File: config.mk
export PLATFORM = sky130hd
export DESIGN_NAME = timer_counter_flat
export DESIGN_NICKNAME = d
export VERILOG_FILES = /design/src/rtl/timer_pkg.sv /design/src/rtl/timer_counter_if.sv /design/src/rtl/timer_prescaler.sv /design/src/rtl/timer_counter.sv /design/src/flat_wrapper.sv
export SDC_FILE = /design/constraint.sdc
export NUM_CORES = 1
export LEC_CHECK = 0
export ABC_CLOCK_PERIOD_IN_PS = 2600
export CELL_PAD_IN_SITES_DETAIL_PLACEMENT = 1
export CELL_PAD_IN_SITES_GLOBAL_PLACEMENT = 1
export CORE_UTILIZATION = 38
export DETAILED_ROUTE_END_ITERATION = 8
export PLACE_DENSITY_LB_ADDON = 0.1
export SLEW_MARGIN = 10
export SYNTH_ARGS = -nofsm -noshare
export SYNTH_HDL_FRONTEND = slang
export SYNTH_SLANG_ARGS = --single-unit
File: constraint.sdc
create_clock -name clk -period 2.6 [get_ports clk]
set_input_delay 0.26 -clock clk [delete_from_list [all_inputs] [get_ports clk]]
set_output_delay 0.26 -clock clk [all_outputs]
set_load 0.05 [all_outputs]
File: src/rtl/timer_pkg.sv
// Shared definitions for the Timer0/Timer1 down-counter peripheral:
// register offsets, CTRL bit positions, mode codes and FSM state encoding.
package timer_pkg;

    localparam logic [1:0] REG_CTRL   = 2'd0;
    localparam logic [1:0] REG_PRESET = 2'd1;
    localparam logic [1:0] REG_COUNT  = 2'd2;

    localparam int CTRL_EN      = 0;
    localparam int CTRL_MODE_LO = 1;
    localparam int CTRL_MODE_HI = 2;
    localparam int CTRL_IM      = 3;
    localparam int CTRL_PSC_LO  = 8;
    localparam int CTRL_PSC_HI  = 15;

    localparam logic [1:0] MODE_ONESHOT = 2'b00;
    localparam logic [1:0] MODE_AUTO    = 2'b01;

    typedef enum logic [1:0] {
        ST_IDLE,
        ST_LOAD,
        ST_CNT,
        ST_INT
    } timer_state_e;

    // Codes 10 and 11 fall back to one-shot behaviour.
    function automatic logic is_auto(input logic [1:0] mode);
        return mode == MODE_AUTO;
    endfunction

endpackage

File: src/rtl/timer_counter_if.sv
// Bridge-to-timer word bus: the bridge drives address/strobe/data, the timer
// answers with combinational read data and its registered interrupt line.
interface timer_counter_if;
    logic [31:0] Addr;
    logic        WE;
    logic [31:0] Din;
    logic [31:0] Dout;
    logic        IRQ;

    modport master (output Addr, WE, Din, input Dout, IRQ);
    modport slave  (input Addr, WE, Din, output Dout, IRQ);
endinterface

File: src/rtl/timer_prescaler.sv
// Tick generator for the timer: one tick every psc+1 cycles, restartable
// through clear. Used only when TIMER_PRESCALE_EN is defined.
module timer_prescaler (
    input  logic       clk,
    input  logic       reset,
    input  logic       clear,
    input  logic [7:0] psc,
    output logic       tick
);

    logic [7:0] cnt;

    // >= keeps the divider from running the long way round if psc shrinks mid-run.
    assign tick = (cnt >= psc);

    always_ff @(posedge clk or posedge reset) begin
        if (reset) begin
            cnt <= 8'd0;
        end else if (clear || tick) begin
            cnt <= 8'd0;
        end else begin
            cnt <= cnt + 8'd1;
        end
    end

endmodule

File: src/rtl/timer_counter.sv
// Timer0/Timer1 memory-mapped down-counter with one-shot / auto-reload IRQ.
// Define TIMER_PRESCALE_EN to enable the CTRL[15:8] prescaler.
module timer_counter
    import timer_pkg::*;
(
    input  logic           clk,
    input  logic           reset,
    timer_counter_if.slave bus
);

`ifdef TIMER_PRESCALE_EN
    localparam logic [31:0] CTRL_WMASK = 32'h0000_FF0F;
`else
    localparam logic [31:0] CTRL_WMASK = 32'h0000_000F;
`endif

    logic [31:0]  ctrl, preset, count;
    logic         irq_flag, irq_flag_nxt, im_nxt, irq_q;
    timer_state_e state, state_nxt;
    logic [1:0]   reg_sel;
    logic         wr_ctrl, wr_preset, stop_wr, tick;
    logic         load_cnt, dec_cnt, zero_cnt, set_flag, clr_flag, clr_en;
    logic         unused_addr;

    assign reg_sel     = bus.Addr[3:2];
    assign unused_addr = ^{bus.Addr[31:4], bus.Addr[1:0]};
    assign wr_ctrl     = bus.WE && (reg_sel == REG_CTRL);
    assign wr_preset   = bus.WE && (reg_sel == REG_PRESET);
    assign stop_wr     = wr_ctrl && !bus.Din[CTRL_EN];

`ifdef TIMER_PRESCALE_EN
    timer_prescaler u_prescaler (
        .clk   (clk),
        .reset (reset),
        .clear (state == ST_LOAD),
        .psc   (ctrl[CTRL_PSC_HI:CTRL_PSC_LO]),
        .tick  (tick)
    );
`else
    assign tick = 1'b1;
`endif

    always_ff @(posedge clk or posedge reset) begin
        if (reset) begin
            state <= ST_IDLE;
        end else begin
            state <= state_nxt;
        end
    end

    always_comb begin
        state_nxt = state;
        case (state)
            ST_IDLE: if (ctrl[CTRL_EN]) state_nxt = ST_LOAD;
            ST_LOAD: state_nxt = ST_CNT;
            ST_CNT: begin
                if (!ctrl[CTRL_EN]) begin
                    state_nxt = ST_IDLE;
                end else if (tick && (count <= 32'd1)) begin
                    state_nxt = ST_INT;
                end
            end
            ST_INT:  state_nxt = is_auto(ctrl[CTRL_MODE_HI:CTRL_MODE_LO]) ? ST_LOAD : ST_IDLE;
            default: state_nxt = ST_IDLE;
        endcase
        if (stop_wr) state_nxt = ST_IDLE;
    end

    // A stop write freezes the datapath at the same edge it parks the FSM.
    always_comb begin
        load_cnt = 1'b0;
        dec_cnt  = 1'b0;
        zero_cnt = 1'b0;
        set_flag = 1'b0;
        clr_flag = 1'b0;
        clr_en   = 1'b0;
        if (!stop_wr) begin
            case (state)
                ST_LOAD: load_cnt = 1'b1;
                ST_CNT: begin
                    if (ctrl[CTRL_EN] && tick) begin
                        if (count > 32'd1) begin
                            dec_cnt = 1'b1;
                        end else begin
                            zero_cnt = 1'b1;
                            set_flag = 1'b1;
                        end
                    end
                end
                ST_INT: begin
                    if (is_auto(ctrl[CTRL_MODE_HI:CTRL_MODE_LO])) clr_flag = 1'b1;
                    else                                          clr_en   = 1'b1;
                end
                default: ;
            endcase
        end
    end

    // IRQ is registered from the post-edge flag and mask so it rises with INT
    // and a CTRL write can never leave a stale request behind.
    always_comb begin
        irq_flag_nxt = irq_flag;
        if (set_flag) irq_flag_nxt = 1'b1;
        if (clr_flag) irq_flag_nxt = 1'b0;
        if (wr_ctrl)  irq_flag_nxt = 1'b0;
        im_nxt = wr_ctrl ? bus.Din[CTRL_IM] : ctrl[CTRL_IM];
    end

    always_ff @(posedge clk or posedge reset) begin
        if (reset) begin
            ctrl     <= 32'd0;
            preset   <= 32'd0;
            count    <= 32'd0;
            irq_flag <= 1'b0;
            irq_q    <= 1'b0;
        end else begin
            if (wr_ctrl) begin
                ctrl <= bus.Din & CTRL_WMASK;
            end else if (clr_en) begin
                ctrl[CTRL_EN] <= 1'b0;
            end
            if (wr_preset) preset <= bus.Din;
            if (load_cnt) begin
                count <= preset;
            end else if (dec_cnt) begin
                count <= count - 32'd1;
            end else if (zero_cnt) begin
                count <= 32'd0;
            end
            irq_flag <= irq_flag_nxt;
            irq_q    <= irq_flag_nxt & im_nxt;
        end
    end

    always_comb begin
        bus.Dout = 32'd0;
        case (reg_sel)
            REG_CTRL:   bus.Dout = ctrl;
            REG_PRESET: bus.Dout = preset;
            REG_COUNT:  bus.Dout = count;
            default:    bus.Dout = 32'd0;
        endcase
    end

    assign bus.IRQ = irq_q;

endmodule
File: src/flat_wrapper.sv
// flat-port wrapper written by rule: the top's interface ports become plain ports
module timer_counter_flat import timer_pkg::*;
  (clk, reset, bus_Addr, bus_WE, bus_Din, bus_Dout, bus_IRQ);
  timer_counter_if bus_i ();
  input  logic clk;
  input  logic reset;
  input wire logic [$bits(bus_i.Addr)-1:0] bus_Addr;
  input wire logic [$bits(bus_i.WE)-1:0] bus_WE;
  input wire logic [$bits(bus_i.Din)-1:0] bus_Din;
  output wire logic [$bits(bus_i.Dout)-1:0] bus_Dout;
  output wire logic [$bits(bus_i.IRQ)-1:0] bus_IRQ;
  assign bus_i.Addr = bus_Addr;
  assign bus_i.WE = bus_WE;
  assign bus_i.Din = bus_Din;
  assign bus_Dout = bus_i.Dout;
  assign bus_IRQ = bus_i.IRQ;
  timer_counter u_core (.clk(clk), .reset(reset), .bus(bus_i));
endmodule
; ---- After elaboration in Yosys (flattened, before gate mapping)
; Cells that the tools add are included.
[op_classes]
n_addsub = 1
n_mul = 0
div = 0
magnitude_cmp = 2
n_eq_ne = 8
n_shift = 0
mux = 32
bitwise_logic = 1
n_reduce_logical = 9
[op_table]
columns = cell, n
row1 = 32-bit two-way mux, 3
row2 = 32-bit one-hot mux with 3 select lines, 1
row3 = 32-bit by 1-bit > comparator with 1-bit output (second input constant), 1
row4 = 32-bit by 1-bit less-or-equal comparator with 1-bit output (second input constant), 1
row5 = 32-bit by 1-bit subtractor with 32-bit output (second input constant), 1
row6 = 1-bit two-way mux, 23
row7 = 2-bit two-way mux, 4
row8 = 2-bit one-hot mux with 4 select lines, 1
row9 = 2-bit by 1-bit == test with 1-bit output (second input constant), 3
row10 = 2-bit == test (second input constant), 3
row11 = 2-bit zero test, 2
row12 = 4-bit != test (second input constant), 1
row13 = 1-bit logical AND, 3
row14 = 3-bit by 1-bit != test with 1-bit output (second input constant), 1
row15 = 3-bit nonzero test, 1
row16 = 2-bit AND reduction, 1
row17 = 2-bit nonzero test, 1
row18 = 1-bit AND, 1
row19 = 1-bit zero test, 1
[word_totals]
regBits = 72
latch_bits = 0
ram_bits = 0
romBits = 0
in_bits = 67
out_inout_bits = 33
elab_cells = 60
mem_count = 0

; ---- Depth between registers and ports, before layout
; Gate-level depths: netlist (run 1).
[logic_depth]
ltp_word = 9
ltp_mapped = 8
mapped_depth_nobuf = 7

; ---- Worst setup path before layout (run 1)
; Ideal clock, no wire load.
[synth_path]
kind = reg2reg
start = register u_core.count[2]
end = register u_core.count[20]
setup_time_ps = 126
arrival_time_ps = 1961
t_required_ps = 2474
path_slack_ps = 513
stages_incl_launch_ff = 7
path_buffers = 1
synth_period_minus_slack_ps = 2087
cell_sequence = dfrtp_1 > buf_6 > or2_1 > or4_4 > nor4_4 > nor3_2 > a221o_1
[synth_via]
elab_chain_cells = 7
elab_cells_between_ends = 13
classes_between = add/sub (1) / order compare (1) / mux (10) / reduce/logical (1)
[synth_rtl]
columns = element, line
row1 = from (decl), timer_counter.sv:17  ; logic [31:0] ctrl, preset, count;
row2 = from (signal assigned), timer_counter.sv:124  ; count <= preset;
row3 = from (signal assigned), timer_counter.sv:126  ; count <= count - 32'd1;
row4 = 32-bit by 1-bit > comparator with 1-bit output, timer_counter.sv:82  ; if (count > 32'd1) begin
row5 = 1-bit two-way mux, timer_counter.sv:82
row6 = 1-bit two-way mux, timer_counter.sv:81  ; if (ctrl[CTRL_EN] && tick) begin
row7 = 1-bit two-way mux, timer_counter.sv:78  ; case (state)
row8 = 1-bit two-way mux, timer_counter.sv:77  ; if (!stop_wr) begin
row9 = 32-bit two-way mux, timer_counter.sv:125  ; end else if (dec_cnt) begin
row10 = 32-bit two-way mux, timer_counter.sv:123  ; if (load_cnt) begin
; Several ways; a longest one is shown, not always the timed one.
; A chain may end at the register's enable or synchronous reset.

; ---- Final worst setup path (run 1)
[layout_path]
start = register u_core.count[0]
end = register u_core.count[16]
; The elaborated chain is that of the path after synthesis.

==> results of run 1 <==
## Yosys cell counts, drive strengths merged (3+ instances only)
master	instances	share of area
dfrtp	72	0.44
buf	10	0.012
nand2	45	0.041
mux2i	4	0.0098
nor3	9	0.012
and3	4	0.0061
o21ai	26	0.032
clkbuf	18	0.017
a22oi	19	0.035
nand3	8	0.013
or3	3	0.0046
mux2	32	0.088
nor4	17	0.044
o211ai	7	0.013
nor3b	5	0.0092
a31oi	7	0.011
a21oi	9	0.011
or4	5	0.010
nor2	15	0.014
nor2b	3	0.0046
inv	8	0.0074
nand4	4	0.0077
xnor2	8	0.017
o311a	3	0.0077
a22o	28	0.060
## cells by family after synthesis
group / after synthesis / synth area share
simple gates: 128 / 0.186
compound gates: 117 / 0.210
flops: 72 / 0.442
buf+inv: 36 / 0.0362
mux: 36 / 0.0982
xor+xnor: 10 / 0.0215
fa+ha+maj: 2 / 0.00614
## area by class of cell
type	count	area share
Clock buffer	10	0.0243
Inverter	8	0.00529
Multi-Input combinational cell	293	0.376
Clock inverter	6	0.0229
Sequential cell	72	0.318
Timing Repair Buffer	100	0.224
Tap cell	136	0.0300
## worst register-to-register path, stage by stage (launching register included)
cell     delay (ps)
dfrtp_1         490
inv_1           100
ha_1            250
nor2_1          100
or4_4           460
nor4_4          460
o21ai_0         230
a21o_1          210
## per-layer routing
metal	vias to the layer above	track usage	wire, µm
met5	-	0	0
met3	18	0.0315	405
li1	1683	-	-
met4	0	0.0992	231
met2	75	0.400	6000
met1	1841	0.289	5220
## flip-flops by register name (all words and copies together) (netlist names)
signal and cells:
u_core.bus.IRQ 1, u_core.ctrl 4, u_core.state 2, u_core.preset 32, u_core.count 32, u_core.irq_flag 1
## per-stage QoR
stage / util / power, mW / instances / setup slack (ps) / area (µm²)
2_1_floorplan: - / 3.48 / 401 / 513 / 4080
5_1_grt: 0.547 / 6.07 / 625 / 75.2 / 5670
3_5_place_dp: 0.521 / 4.52 / 608 / 153 / 5400
6_report: 0.547 / 5.73 / 625 / 196 / 5670
3_3_place_gp: 0.521 / 4.42 / 608 / 200 / 5400
4_1_cts: 0.546 / 5.76 / 624 / 145 / 5670
## power groups by stage
| stage | clock (mW) | sequential, mW | combinational [mW] |
|---|---|---|---|
| 3_5_place_dp | 0 | 1.98 | 2.54 |
| 3_3_place_gp | 0 | 1.96 | 2.46 |
| 5_1_grt | 1.28 | 2.04 | 2.75 |
| 2_1_floorplan | 0 | 1.83 | 1.65 |
| 6_report | 1.22 | 1.98 | 2.53 |
| 4_1_cts | 1.24 | 1.97 | 2.56 |
## worst paths after layout
kind / cells past startpoint / from / to / slack, ps
worst max-delay path: 7 / u_core.count[0] / u_core.count[16] / 200
worst min-delay path: 3 / reset / u_core.count[25] / 290
worst max register to register: 7 / u_core.count[0] / u_core.count[16] / 200
worst min register to register: 2 / u_core.irq_flag / u_core.irq_flag / 500
max in group asynchronous: 3 / reset / u_core.preset[17] / 1960
min in group clk: 3 / bus_Din[2] / u_core.ctrl[2] / 480
==> summary.txt, run 1 <==
Floorplan
  • Die ar.: about 11000 µm²
  • Die Width: 106 µm
  • Die H: around 110 µm
  • Core area: between 10000 and 15000 µm²
  • Io pins: 100
  • Cell Rows: 37
  • Starting density of the core: 0.393

Worst setup path
  • Worst Path Buf+Inv: 1
  • Critical path launch point type: flop
  • CP Capture Type: flop
  • Arrival @ worst endpoint: 2670 ps
  • Max FO, Critical Path: 8
  • Kind of critical path: flop to flop
  • Critical Path, Cell by Cell: inv_1, ha_1, nor2_1, or4_4, nor4_4, o21ai_0, a21o_1
  • CP max stage cell: dfrtp_1
  • CP required: about 2900 ps
  • CP top delay family: simple AND/OR/NAND/NOR gates
  • Crit path largest cell delay: between 400 and 500 ps

Power
  • Sequential Power Share: 0.345
  • Combinational Power Share: 0.442
  • Clk pwr share: 0.213
  • PwrDens: 1010 nW/µm²
  • Psw: around 2.3 mW
  • Int Pwr: roughly 3.4 mW
  • Sw Share: 0.406
  • Max VDD drop: between 0.4 and 0.5 mV
  • P_leak: 2.38 nW

GRT
  • Final global-route overflow total: 0
  • Vias in the first global route: about 3900
  • Initial antenna violation count: 0
  • First-pass GRT wire length: between 20000 and 25000 µm
  • GRT Overall Usage: 0.231
  • Largest net degree at the start of global routing: 73

Synthesis
  • Syn avg cell area: around 10 µm²
  • Syn Std Cell Area: approximately 4100 µm²
  • Net count after synthesis: 470
  • Synth async-reset ratio: 1.00
  • EDFF count, synth: 0
  • Synth Flop Type: dfrtp_1
  • Sequential area share after synthesis: 0.442
  • Synthesized flop and latch total: 72
  • Mapped Cells: 401
  • Yosys warns: 0
  • Distinct cells, synth: between 50 and 60

CTS
  • Resized cells post-CTS: 0
  • Worst-Skew Late Latency: about 370 ps
  • CTS tree: done
  • Root Driver: clkbuf_8
  • Post-CTS Hold Buffers: 0
  • Clock sink count: 72
  • CTS Buf Count: 9
  • Clock transition at path regs: 80 ps
  • Post-CTS Setup Repair Bufs: 0
  • Number of H-tree levels: 3
  • CTS Buffer Depth: 2

STA
  • Setup violators final: 0
  • Final Max Tran Viols: 0
  • Hold slack final: 292 ps
  • Worst rel slew slack: 0.342
  • Tmin final: about 2400 ps
  • Total negative slack: 0 ps
  • RSZ-0062 raised after global routing: no
  • Final Cycle Share: 0.925
  • Fmax: 416 MHz
  • Fin. Hold Viols: 0
  • Worst-Margin Slew: 986 ps
  • Final Skew: between 7 and 8 ps

Run status
  • Status: finished, final reports clean

Job
  • Maxcap violations: 0

Layout
  • Most common cell after layout, fill and taps aside: dfrtp_1
  • Area occupied by registers: approximately 1800 µm²
  • Area of the multi-input gates: roughly 2100 µm²
  • Nets: about 550
  • Share of cells above drive strength 1: 0.262
  • Commonest cells after routing, fill and taps aside: 72 x dfrtp_1, 45 x nand2_1, 37 x clkdlybuf4s50_1, 34 x buf_12, 32 x mux2_2
  • Layout area overhead: 39.2%
  • Fillers: roughly 1200
  • Number of diodes: 0

Route
  • Per-cell routed wire length: about 19 µm
  • Post-DRT Antenna Nets: 0
  • DRT Wirelength: between 10000 and 15000 µm
  • Drt first-iter violations: 163
  • Vias: 3617
  • 1st-pass router iterations: 4
  • Vias/cell: a little under 6
  • # DRC: 0

Worst hold path
  • Hold Path Class: primary input to async pin

Placement
  • DP Wirelength: a little over 8000 µm
  • Port bufs: 69
  • GPL Wtd Cong: approximately 0.80
Power figures use the tool's default switching activity.
==> inputs of run 2 (changes only) <==
- ABC_CLOCK_PERIOD_IN_PS: 2600 -> 2100
- CORE_UTILIZATION: 38 -> 34
- clock period: 2.6 -> 2.1 ns (I/O delays scaled with it)
==> run 2 against run 1 <==
Net effect:
- power up 32%
- fmax up 13%
- global-route usage down 2.4 points
- the flow now finishes with violations (design-rule violations, negative setup slack)
- combinational power up 55%
- core utilization down 1.7 points
==> summary.txt, run 2 (synthesis results as in run 1) <==
Run status
  • Status: complete, but fails checks (was finished, final reports clean)
  • Failing checks: design-rule violations, negative setup slack

Layout
  • Area of the multi-input gates: 2210 µm² (was 2140 µm²)
  • Area occupied by registers: 1800 µm² (unchanged)
  • Most common cell after layout, fill and taps aside: dfrtp_1 (unchanged)
  • Top flop regs: u_core.count x32, u_core.preset x32, u_core.ctrl x4 (unchanged)
  • Fin cells: 670 (was 625)
  • Nets: 594 (was 553)
  • Number of diodes: 0 (unchanged)
  • Share of cells above drive strength 1: 0.336 (was 0.262)
  • Commonest cells after routing, fill and taps aside: 72 x dfrtp_1, 60 x buf_4, 45 x nand2_1, 39 x buf_12, 37 x clkdlybuf4s50_1 (was 72 x dfrtp_1, 45 x nand2_1, 37 x clkdlybuf4s50_1, 34 x buf_12, 32 x mux2_2)
  • Fillers: 1243 (was 1150)
  • Layout area overhead: 50.4% (was 39.2%)

STA
  • Tmin final: 2120 ps (was 2400 ps)
  • Final Max Tran Viols: 0 (unchanged)
  • RSZ-0062 raised after global routing: yes (was no)
  • Worst rel slew slack: 0.672 (was 0.342)
  • Worst-Margin Slew: 491 ps (was 986 ps)
  • Setup ws final: -24.8 ps (was 196 ps)
  • Total negative slack: -42.9 ps (was 0 ps)
  • Setup violators final: 2 (was 0)
  • Fin. Hold Viols: 0 (unchanged)
  • Fmax: 471 MHz (was 416 MHz)
  • Final Cycle Share: 1.01 (was 0.925)
  • Final Skew: 3.77 ps (was 7.57 ps)

Worst setup path
  • Crit. Startpoint: u_core.count[3] (was u_core.count[0])
  • Arrival @ worst endpoint: 2340 ps (was 2670 ps)
  • Reg-to-reg endpoint: u_core.count[24] (was u_core.count[16])
  • R2R cell count: 6 (was 7)
  • CP Capture Type: flop (unchanged)
  • Kind of critical path: flop to flop (unchanged)
  • Reg-to-reg slack, setup: -20 ps (was 200 ps)
  • Reg2reg start: u_core.count[3] (was u_core.count[0])
  • CP required: 2320 ps (was 2870 ps)
  • Max FO, Critical Path: 3 (was 8)
  • Critical path launch point type: flop (unchanged)

Route
  • DRT Wirelength: 12500 µm (was 11900 µm)
  • Vias: 3750 (was 3617)
  • 1st-pass router iterations: 8 (was 4)
  • Drt first-iter violations: 81 (was 163)
  • Vias/cell: 5.60 (was 5.79)
  • Per-cell routed wire length: 18.6 µm (was 19.0 µm)
  • # DRC: 3 (was 0)
  • Post-DRT Antenna Nets: 0 (unchanged)

CTS
  • CTS tree: done (unchanged)
  • Clock sink count: 72 (unchanged)
  • Root Driver: clkbuf_16 (was clkbuf_8)
  • Clock transition at path regs: 50 ps (was 80 ps)
  • Number of H-tree levels: 3 (unchanged)
  • Worst-Skew Late Latency: 340 ps (was 370 ps)
  • CTS Buf Count: 9 (unchanged)
  • CTS Buffer Depth: 2 (unchanged)

Floorplan
  • Io pins: 100 (unchanged)
  • Starting density of the core: 0.353 (was 0.393)
  • Die Width: 112 µm (was 106 µm)
  • Cell Rows: 39 (was 37)
  • Core area: 11600 µm² (was 10400 µm²)
  • Die H: 112 µm (was 106 µm)
  • Die ar.: 12400 µm² (was 11100 µm²)

GRT
  • Initial antenna violation count: 0 (unchanged)
  • Largest net degree at the start of global routing: 73 (unchanged)
  • Vias in the first global route: 4049 (was 3893)
  • GRT Overall Usage: 0.208 (was 0.231)
  • First-pass GRT wire length: 20300 µm (was 20100 µm)
  • Final global-route overflow total: 0 (unchanged)

Job
  • Maxcap violations: 0 (unchanged)

Power
  • Max VDD drop: 0.545 mV (was 0.440 mV)
  • P_leak: 2.61 nW (was 2.38 nW)
  • PwrDens: 1230 nW/µm² (was 1010 nW/µm²)

Placement
  • DP Wirelength: 8540 µm (was 8280 µm)
  • Port bufs: 69 (unchanged)
  • Post-Place Cells: 651 (was 608)
  • GPL Wtd Cong: 0.811 (was 0.798)

Worst hold path
  • Hold Path Class: primary input to async pin (unchanged)
==> run 2: cell types whose count changed in the layout (fill, tap and decap cells not counted), moves of 4 or more <==
cell	change
bufinv_16	-4
clkbuf_16	+9
clkbuf_8	-8
nor4_1	-5
buf_4	+31
nor4_2	+5
buf_6	+4
buf_12	+5
==> run 2: how the worst max path moves through the flow <==
stage	to	slack, ps	cells after the start
6_report	u_core.count[24]	-20	6
5_1_grt	u_core.count[20]	-110	8
4_1_cts	u_core.count[29]	1	6
3_5_place_dp	u_core.count[29]	-90	6
3_3_place_gp	u_core.count[29]	-1	8
2_1_floorplan	u_core.count[20]	10	6
==> run 2: where the power goes <==
part           total, mW  switching (mW)  internal [mW]  leakage, nW
Combinational       3.91            2.03           1.88         1.60
Clock               1.39           0.548          0.842        0.130
Sequential          2.27           0.448           1.83        0.886
Total               7.57            3.02           4.55         2.61
==> run 2: cell type report <==
| cell class | count | area share |
|---|---|---|
| clock buffer | 12 | 0.0418 |
| clock inverter | 1 | 0.000816 |
| inverter | 8 | 0.00490 |
| multi-input combinational | 293 | 0.360 |
| sequential | 72 | 0.294 |
| tap | 143 | 0.0292 |
| timing repair buffer | 141 | 0.269 |
==> run 2: per-layer routing <==
| metal | vias to the layer above | track usage | part of all wire |
|---|---|---|---|
| li1 | 1767 | - | - |
| met1 | 1905 | 0.245 | 0.43 |
| met2 | 60 | 0.373 | 0.52 |
| met3 | 18 | 0.0468 | 0.028 |
| met4 | 0 | 0.0667 | 0.016 |
| met5 | - | 0 | 0 |
==> run 2: stage by stage <==
step / setup WS (ps) / util / total power, mW / hold WS (ps) / instance area, µm²
after global placement: -1.09 / 0.496 / 5.91 / 468 / 5740
after detailed placement: -87.0 / 0.496 / 6.00 / 478 / 5740
after CTS: 0.980 / 0.520 / 7.48 / 306 / 6020
final: -24.8 / 0.530 / 7.57 / 285 / 6130
after global routing: -111 / 0.530 / 8.03 / 327 / 6130
after floorplan: 13.3 / - / 4.30 / 315 / 4080
==> run 2: worst max-delay path, cell delays in order, from the launching register on <==
cell and delay, ps:
dfrtp_1 380, or2_1 260, or4_4 550, nor4_4 310, buf_4 170, nor3_2 50, a221o_1 290
==> run 2: repair_timing <==
item	in CTS	in global routing
setup endpoints to repair	4	24
gates resized for setup	4	16
buffers inserted	0	5
pin swaps	3	7
hold buffers	0	0
endpoints found under the hold margin	0	0
cloned	0	1
